**config.mk**
```make
export PLATFORM = sky130hd
export DESIGN_NAME = phase_modulate_pipe
export DESIGN_NICKNAME = d
export VERILOG_FILES = /design/src/rtl/phase_modulate_pipe.sv
export SDC_FILE = /design/constraint.sdc
export NUM_CORES = 2
export LEC_CHECK = 0
export CAP_MARGIN = 0
export CORE_ASPECT_RATIO = 1.4
export CORE_MARGIN = 2
export CORE_UTILIZATION = 39
export CTS_CLUSTER_DIAMETER = 150
export CTS_CLUSTER_SIZE = 20
export DETAILED_ROUTE_END_ITERATION = 12
export GPL_ROUTABILITY_DRIVEN = 0
export PLACE_DENSITY_LB_ADDON = 0.15
export SLEW_MARGIN = 5
export SYNTH_ARGS = -nofsm -noshare
export SYNTH_HDL_FRONTEND = slang
export SYNTH_SLANG_ARGS = --single-unit
```
**constraint.sdc**
```tcl
create_clock -name clk -period 15.1 [get_ports clk]
set_input_delay 3.02 -clock clk [delete_from_list [all_inputs] [get_ports clk]]
set_output_delay 3.02 -clock clk [all_outputs]
set_load 0.03 [all_outputs]
```
**src/rtl/phase_modulate_pipe.sv**
```systemverilog
// phase_modulate_pipe: 3-stage multi-channel FM phase modulator, out = tw + tw*mod*idx with per-channel index glide.
// Optional build macro MOD_SAT_EN: clamp the result to [0, 2^NUM_BITS-1] and add a sticky sat_flag output.

module phase_modulate_pipe #(
  parameter int NUM_BITS  = 32,
  parameter int WI        = 2,
  parameter int WF        = 16,
  parameter int NUM_CH    = 4,
  parameter int IDX_W     = 8,
  parameter int IDX_F     = 4,
  parameter int RAMP_STEP = 1,
  localparam int CH_W     = (NUM_CH > 1) ? $clog2(NUM_CH) : 1
) (
  input  logic                clk,
  input  logic                rst,
  input  logic                cfg_we,
  input  logic [CH_W-1:0]     cfg_ch,
  input  logic [IDX_W-1:0]    cfg_idx,
  input  logic                s_valid,
  input  logic [CH_W-1:0]     s_ch,
  input  logic [NUM_BITS-1:0] s_tuning_word,
  input  logic [WI+WF-1:0]    s_mod_signal,
  output logic                m_valid,
  output logic [CH_W-1:0]     m_ch,
  output logic [NUM_BITS-1:0] m_tuning_word
`ifdef MOD_SAT_EN
  ,
  output logic                sat_flag
`endif
);

  localparam int MW    = WI + WF;
  localparam int PR1_W = NUM_BITS + 1 + MW;   // full tw * mod product
  localparam int P1_W  = PR1_W - WF;
  localparam int PR2_W = P1_W + IDX_W + 1;    // full P1 * idx product
  localparam int P2_W  = PR2_W - IDX_F;
  localparam int S_W   = P2_W + 1;
  localparam logic [IDX_W-1:0] STEP = IDX_W'(RAMP_STEP);

  logic [IDX_W-1:0] cur_idx_q [NUM_CH];
  logic [IDX_W-1:0] cur_idx_d [NUM_CH];
  logic [IDX_W-1:0] tgt_idx_q [NUM_CH];
  logic [IDX_W-1:0] tgt_idx_d [NUM_CH];

  logic                accept;
  logic [IDX_W-1:0]    idx_sel;
  logic [PR1_W-1:0]    prod1;
  logic [PR2_W-1:0]    prod2;
  logic [S_W-1:0]      sum;
  logic [NUM_BITS-1:0] result;
  logic                unused_bits;

  logic                v1_q, v1_d, v2_q, v2_d, m_valid_q, m_valid_d;
  logic [CH_W-1:0]     ch1_q, ch1_d, ch2_q, ch2_d, m_ch_q, m_ch_d;
  logic [NUM_BITS-1:0] tw1_q, tw1_d, tw2_q, tw2_d, m_tw_q, m_tw_d;
  logic [IDX_W-1:0]    idx1_q, idx1_d;
  logic [P1_W-1:0]     p1_q, p1_d;
  logic [P2_W-1:0]     p2_q, p2_d;
`ifdef MOD_SAT_EN
  logic                neg, over, sat_flag_q, sat_flag_d;
`endif

  function automatic logic [IDX_W-1:0] glide_step(input logic [IDX_W-1:0] cur,
                                                  input logic [IDX_W-1:0] tgt);
    if (cur < tgt) return (tgt - cur > STEP) ? cur + STEP : tgt;
    else           return (cur - tgt > STEP) ? cur - STEP : tgt;
  endfunction

  // Index table: the sample reads the pre-update index; a same-cycle cfg write
  // only replaces the target (and the current value when gliding is disabled).
  always_comb begin
    // NOTE: every always_comb output gets a default first so no path leaves it unassigned (no latches).
    accept    = s_valid && (int'(s_ch) < NUM_CH);
    idx_sel   = '0;
    cur_idx_d = cur_idx_q;
    tgt_idx_d = tgt_idx_q;
    for (int c = 0; c < NUM_CH; c++) begin
      if (CH_W'(c) == s_ch) begin
        idx_sel = cur_idx_q[c];
        if (accept) cur_idx_d[c] = glide_step(cur_idx_q[c], tgt_idx_q[c]);
      end
      if (cfg_we && CH_W'(c) == cfg_ch) begin
        tgt_idx_d[c] = cfg_idx;
        if (RAMP_STEP == 0) cur_idx_d[c] = cfg_idx;
      end
    end
  end

  // Datapath: operands are explicitly extended to the product width so the low
  // bits of the unsigned product equal the exact two's-complement product.
  always_comb begin
    v1_d   = accept;
    ch1_d  = s_ch;
    tw1_d  = s_tuning_word;
    idx1_d = idx_sel;
    prod1  = {{(PR1_W-NUM_BITS){1'b0}}, s_tuning_word}
           * {{(PR1_W-MW){s_mod_signal[MW-1]}}, s_mod_signal};
    p1_d   = prod1[PR1_W-1:WF];

    v2_d   = v1_q;
    ch2_d  = ch1_q;
    tw2_d  = tw1_q;
    prod2  = {{(PR2_W-P1_W){p1_q[P1_W-1]}}, p1_q} * {{(PR2_W-IDX_W){1'b0}}, idx1_q};
    p2_d   = prod2[PR2_W-1:IDX_F];

    sum    = {{(S_W-NUM_BITS){1'b0}}, tw2_q} + {p2_q[P2_W-1], p2_q};
`ifdef MOD_SAT_EN
    neg        = sum[S_W-1];
    over       = !neg && (|sum[S_W-2:NUM_BITS]);
    result     = neg ? '0 : (over ? '1 : sum[NUM_BITS-1:0]);
    sat_flag_d = sat_flag_q | (v2_q & (neg | over));
`else
    result     = sum[NUM_BITS-1:0];
`endif
    m_valid_d = v2_q;
    m_ch_d    = v2_q ? ch2_q : m_ch_q;
    m_tw_d    = v2_q ? result : m_tw_q;
  end

`ifdef MOD_SAT_EN
  assign unused_bits = ^{prod1[WF-1:0], prod2[IDX_F-1:0]};
`else
  assign unused_bits = ^{prod1[WF-1:0], prod2[IDX_F-1:0], sum[S_W-1:NUM_BITS]};
`endif

  always_ff @(posedge clk or posedge rst) begin
    if (rst) begin
      // NOTE: the index tables are small flop arrays, reset so every channel starts at index 0.
      for (int c = 0; c < NUM_CH; c++) begin
        cur_idx_q[c] <= '0;
        tgt_idx_q[c] <= '0;
      end
      v1_q       <= 1'b0;
      v2_q       <= 1'b0;
      m_valid_q  <= 1'b0;
      m_ch_q     <= '0;
      m_tw_q     <= '0;
`ifdef MOD_SAT_EN
      sat_flag_q <= 1'b0;
`endif
    end else begin
      // NOTE: sequential state uses non-blocking assignments so all flops sample pre-edge values.
      cur_idx_q  <= cur_idx_d;
      tgt_idx_q  <= tgt_idx_d;
      v1_q       <= v1_d;
      v2_q       <= v2_d;
      m_valid_q  <= m_valid_d;
      m_ch_q     <= m_ch_d;
      m_tw_q     <= m_tw_d;
`ifdef MOD_SAT_EN
      sat_flag_q <= sat_flag_d;
`endif
    end
  end

  // Payload registers are qualified by the valids, so they need no reset.
  always_ff @(posedge clk) begin
    ch1_q  <= ch1_d;
    tw1_q  <= tw1_d;
    idx1_q <= idx1_d;
    p1_q   <= p1_d;
    ch2_q  <= ch2_d;
    tw2_q  <= tw2_d;
    p2_q   <= p2_d;
  end

  assign m_valid       = m_valid_q;
  assign m_ch          = m_ch_q;
  assign m_tuning_word = m_tw_q;
`ifdef MOD_SAT_EN
  assign sat_flag      = sat_flag_q;
`endif

endmodule

```
==> qor.csv <==
metric;value;unit
floorplan.core_area;0.0970;mm^2
summed_negative_setup_slack_over_all_endpoints;0;ps
distinct_cell_type_count_of_the_synthesized_netlist;70;
synthesis.area;0.0382;mm^2
layout-area-overhead-vs-synth;7.57;%
route.detailed.wl_per_inst;18.9;um
vias_in_the_first_global_route;30216;
postCtsHoldBufs;0;
post-route-drc-count;0;
reg2reg_slack;8850;ps
rows;135;
setup_viol;0;
post-cts-setup-buffers;0;
regToRegStartpoint;idx1_q[1];
count_of_warnings_emitted_by_yosys;0;
critPathKind;input pin to flop;
clkTransAtPathRegs;90;ps
clock_tree.htree_level_count;1;
grt-ovfl-total;0;
count_of_final_max_slew_check_failures;0;
hold_path.startpoint;tw1_q[16];
worstHoldPathType;flop to flop;
tightestPinTransition;1150;ps
syn-mean-instance-area;9.03;um^2
cts_made_buffers;16;
timing.max_slew.rel_slack;23.3;%
syn_nets;5289;
cts_root_buffer;sky130_fd_sc_hd__clkbuf_16;
min_period_over_period;72.2;%
worst_endpoint_data_arrival_time;11310;ps
netlist.top_cell.by_area;sky130_fd_sc_hd__fa_1;
detail_route.first_pass.iterations;5;
initialDrtViolationCount;1301;
io_buffer_count;100;
worstHoldEndpoint;tw2_q[16];
r2r_end;p2_q[31];
rr_worst_depth;19;
detail-route-antenna-nets;0;
result_of_the_run;finished clean;
worst_setup_path_end_kind;flop;
layout-drive-gt1-share;3.69;%
grt.total_usage;21.6;%
postSynthRegisterBits;244;
num_vias;27824;
fillCellCount;9812;
number_of_nets_in_the_layout;5301;
setup_skew_after_layout;45.5;ps
synth_top_cell_area_share;35.0;%
rsz0062_at_grt;no;
boundaryPins;101;
clock-sinks;244;
detailedPlacementHpwl;81500;um
initial_antenna_violation_count;0;
critPathRequiredTime;15510;ps
critPathMaxFanout;19;
grt_pass1_wl;169000;um
dominantRegCellSynth;sky130_fd_sc_hd__dfxtp_1;
start_util;39.4;%
clock_tree_from_tritoncts;done;
insertedDiodeCount;0;
cts_max_path_buffers;3;
finalWirelength;105000;um
die_height;374;um
timing.final.hold_violations;0;
ys_top_cells_by_area;sky130_fd_sc_hd__fa_1 (35%), sky130_fd_sc_hd__ha_1 (11%), sky130_fd_sc_hd__inv_1 (8.6%);
post_cts_resize_count;0;
synth_edf_count;0;
clock_latency;560;ps
die_outline_area;0.101;mm^2
min_path_cells;0;
floorplan.die.width;269;um
period_needed;10900;ps
asyncSetResetFlopFracSynth;41.4;%
drv_cap;0;
critPathLaunchType;input pin;
grt_start_max_net_pins;64;
gate_count_after_technology_mapping;4232;
route.detailed.vias_per_inst;5.01;
max_freq;0.0917;GHz
synth.yosys.seq_area_share;14.1;%
==> worst max path at each step <==
stage / start / end / slack (ps) / cells after the start
3_5_place_dp: s_tuning_word[7] / p1_q[32] / 3590 / 24
2_1_floorplan: s_tuning_word[17] / p1_q[29] / 5690 / 24
3_3_place_gp: s_tuning_word[7] / p1_q[32] / 3670 / 24
6_report: s_tuning_word[7] / p1_q[32] / 4200 / 24
4_1_cts: s_tuning_word[7] / p1_q[32] / 4170 / 24
5_1_grt: s_tuning_word[7] / p1_q[32] / 3930 / 24
==> cell families after synthesis <==
family	synth area share (%)
AOI/OAI and AO/OA	8.02
xor gates and xnor gates	3.51
adders and majority gates	45.6
buffers and inverters	10.2
DFF	14.1
muxes	2.47
and+or+nand+nor	16.1
==> sequential cells by signal, summed over array words and instances, names as in the netlist <==
register / count
p1_q: 35
cur_idx_q: 32
m_tuning_word: 32
p2_q: 32
tgt_idx_q: 32
tw1_q: 32
tw2_q: 32
idx1_q: 8
ch1_q: 2
ch2_q: 2
m_ch: 2
m_valid: 1
m_valid_d: 1
v1_q: 1
==> cell type report <==
class,count,area [um^2],share of cell area [%]
timing repair buffer,153,1380,3.36
multi-input combinational,2948,28900,70.4
sequential,244,5390,13.1
tap,1301,1630,3.96
inverter,881,3310,8.05
clock buffer,26,438,1.07
clock inverter,2,32.5,0.0792
==> cells in the mapped netlist, drive strengths merged, types with 21 or more instances <==
library cell  count
inv             878
fa              668
nand2           495
and2            394
ha              323
clkbuf          156
a21oi           149
dfxtp           143
nor2            138
o21ai           115
dfrtp           101
xnor2           101
a21o             57
mux2             57
xor2             52
nand3            45
nand2b           41
nor2b            34
nor3             26
nand4            21
==> per-stage QoR <==
step                instance area (um^2)  instances  utilization [%]  hold slack [ps]  worst slack [ps]
floorplan                          38200       4232                -              310              5690
global placement                   40600       5527             41.9              310              3670
CTS                                41100       5555             42.4              295              4170
finish                             41100       5555             42.4              299              4200
global route                       41100       5555             42.4              306              3930
detailed placement                 40600       5527             41.9              312              3590
==> routing by layer <==
metal | wire length [um] | up-vias | GRT usage (%)
li1 | - | 12972 | -
met1 | 45800 | 14186 | 27.7
met2 | 53500 | 522 | 39.0
met3 | 2960 | 144 | 1.28
met4 | 2720 | 0 | 5.73
met5 | 0 | - | 0
==> worst max-delay path, stage by stage <==
cell,delay [ps]
sky130_fd_sc_hd__clkdlybuf4s50_1,1190
sky130_fd_sc_hd__nand2_1,190
sky130_fd_sc_hd__fa_1,570
sky130_fd_sc_hd__inv_1,50
sky130_fd_sc_hd__fa_1,500
sky130_fd_sc_hd__inv_1,50
sky130_fd_sc_hd__fa_1,520
sky130_fd_sc_hd__inv_1,60
sky130_fd_sc_hd__fa_1,450
sky130_fd_sc_hd__fa_1,500
sky130_fd_sc_hd__inv_1,50
sky130_fd_sc_hd__fa_1,470
sky130_fd_sc_hd__inv_1,50
sky130_fd_sc_hd__ha_1,330
sky130_fd_sc_hd__and4_1,220
sky130_fd_sc_hd__a221oi_1,790
sky130_fd_sc_hd__o211ai_1,230
sky130_fd_sc_hd__a221oi_2,570
sky130_fd_sc_hd__a211oi_1,270
sky130_fd_sc_hd__o2111ai_1,380
sky130_fd_sc_hd__a21oi_1,190
sky130_fd_sc_hd__o2111ai_1,260
sky130_fd_sc_hd__a21boi_0,130
sky130_fd_sc_hd__o31a_1,260
==> placed cells by master, fill, tap and decap left out, types with 8 or more instances in the layout <==
master                              n
sky130_fd_sc_hd__buf_4             53
sky130_fd_sc_hd__o21a_1            11
sky130_fd_sc_hd__clkdlybuf4s50_1   96
sky130_fd_sc_hd__o21bai_1          13
sky130_fd_sc_hd__nand4_1           21
sky130_fd_sc_hd__o21ai_0          114
sky130_fd_sc_hd__and3_1            14
sky130_fd_sc_hd__xor2_1            52
sky130_fd_sc_hd__o211ai_1          13
sky130_fd_sc_hd__a21boi_0          13
sky130_fd_sc_hd__nor3_1            26
sky130_fd_sc_hd__clkbuf_1          10
sky130_fd_sc_hd__mux4_2             8
sky130_fd_sc_hd__mux2_2            57
sky130_fd_sc_hd__a21oi_1          149
sky130_fd_sc_hd__and2_1           394
sky130_fd_sc_hd__nand2_1          495
sky130_fd_sc_hd__a21o_1            57
sky130_fd_sc_hd__inv_1            877
sky130_fd_sc_hd__xnor2_1          101
sky130_fd_sc_hd__fa_1             668
sky130_fd_sc_hd__clkbuf_16         16
sky130_fd_sc_hd__nand2b_1          41
sky130_fd_sc_hd__mux2i_1           12
sky130_fd_sc_hd__ha_1             323
sky130_fd_sc_hd__a221oi_1          11
sky130_fd_sc_hd__dfxtp_1          141
sky130_fd_sc_hd__dfrtp_1          100
sky130_fd_sc_hd__o31ai_1           17
sky130_fd_sc_hd__a211oi_1          17
sky130_fd_sc_hd__nor2_1           138
sky130_fd_sc_hd__nand3_1           45
sky130_fd_sc_hd__nor2b_1           34
Power is not shown: default switching activity piles up to over one toggle a cycle in this logic, so the estimate is an artifact.
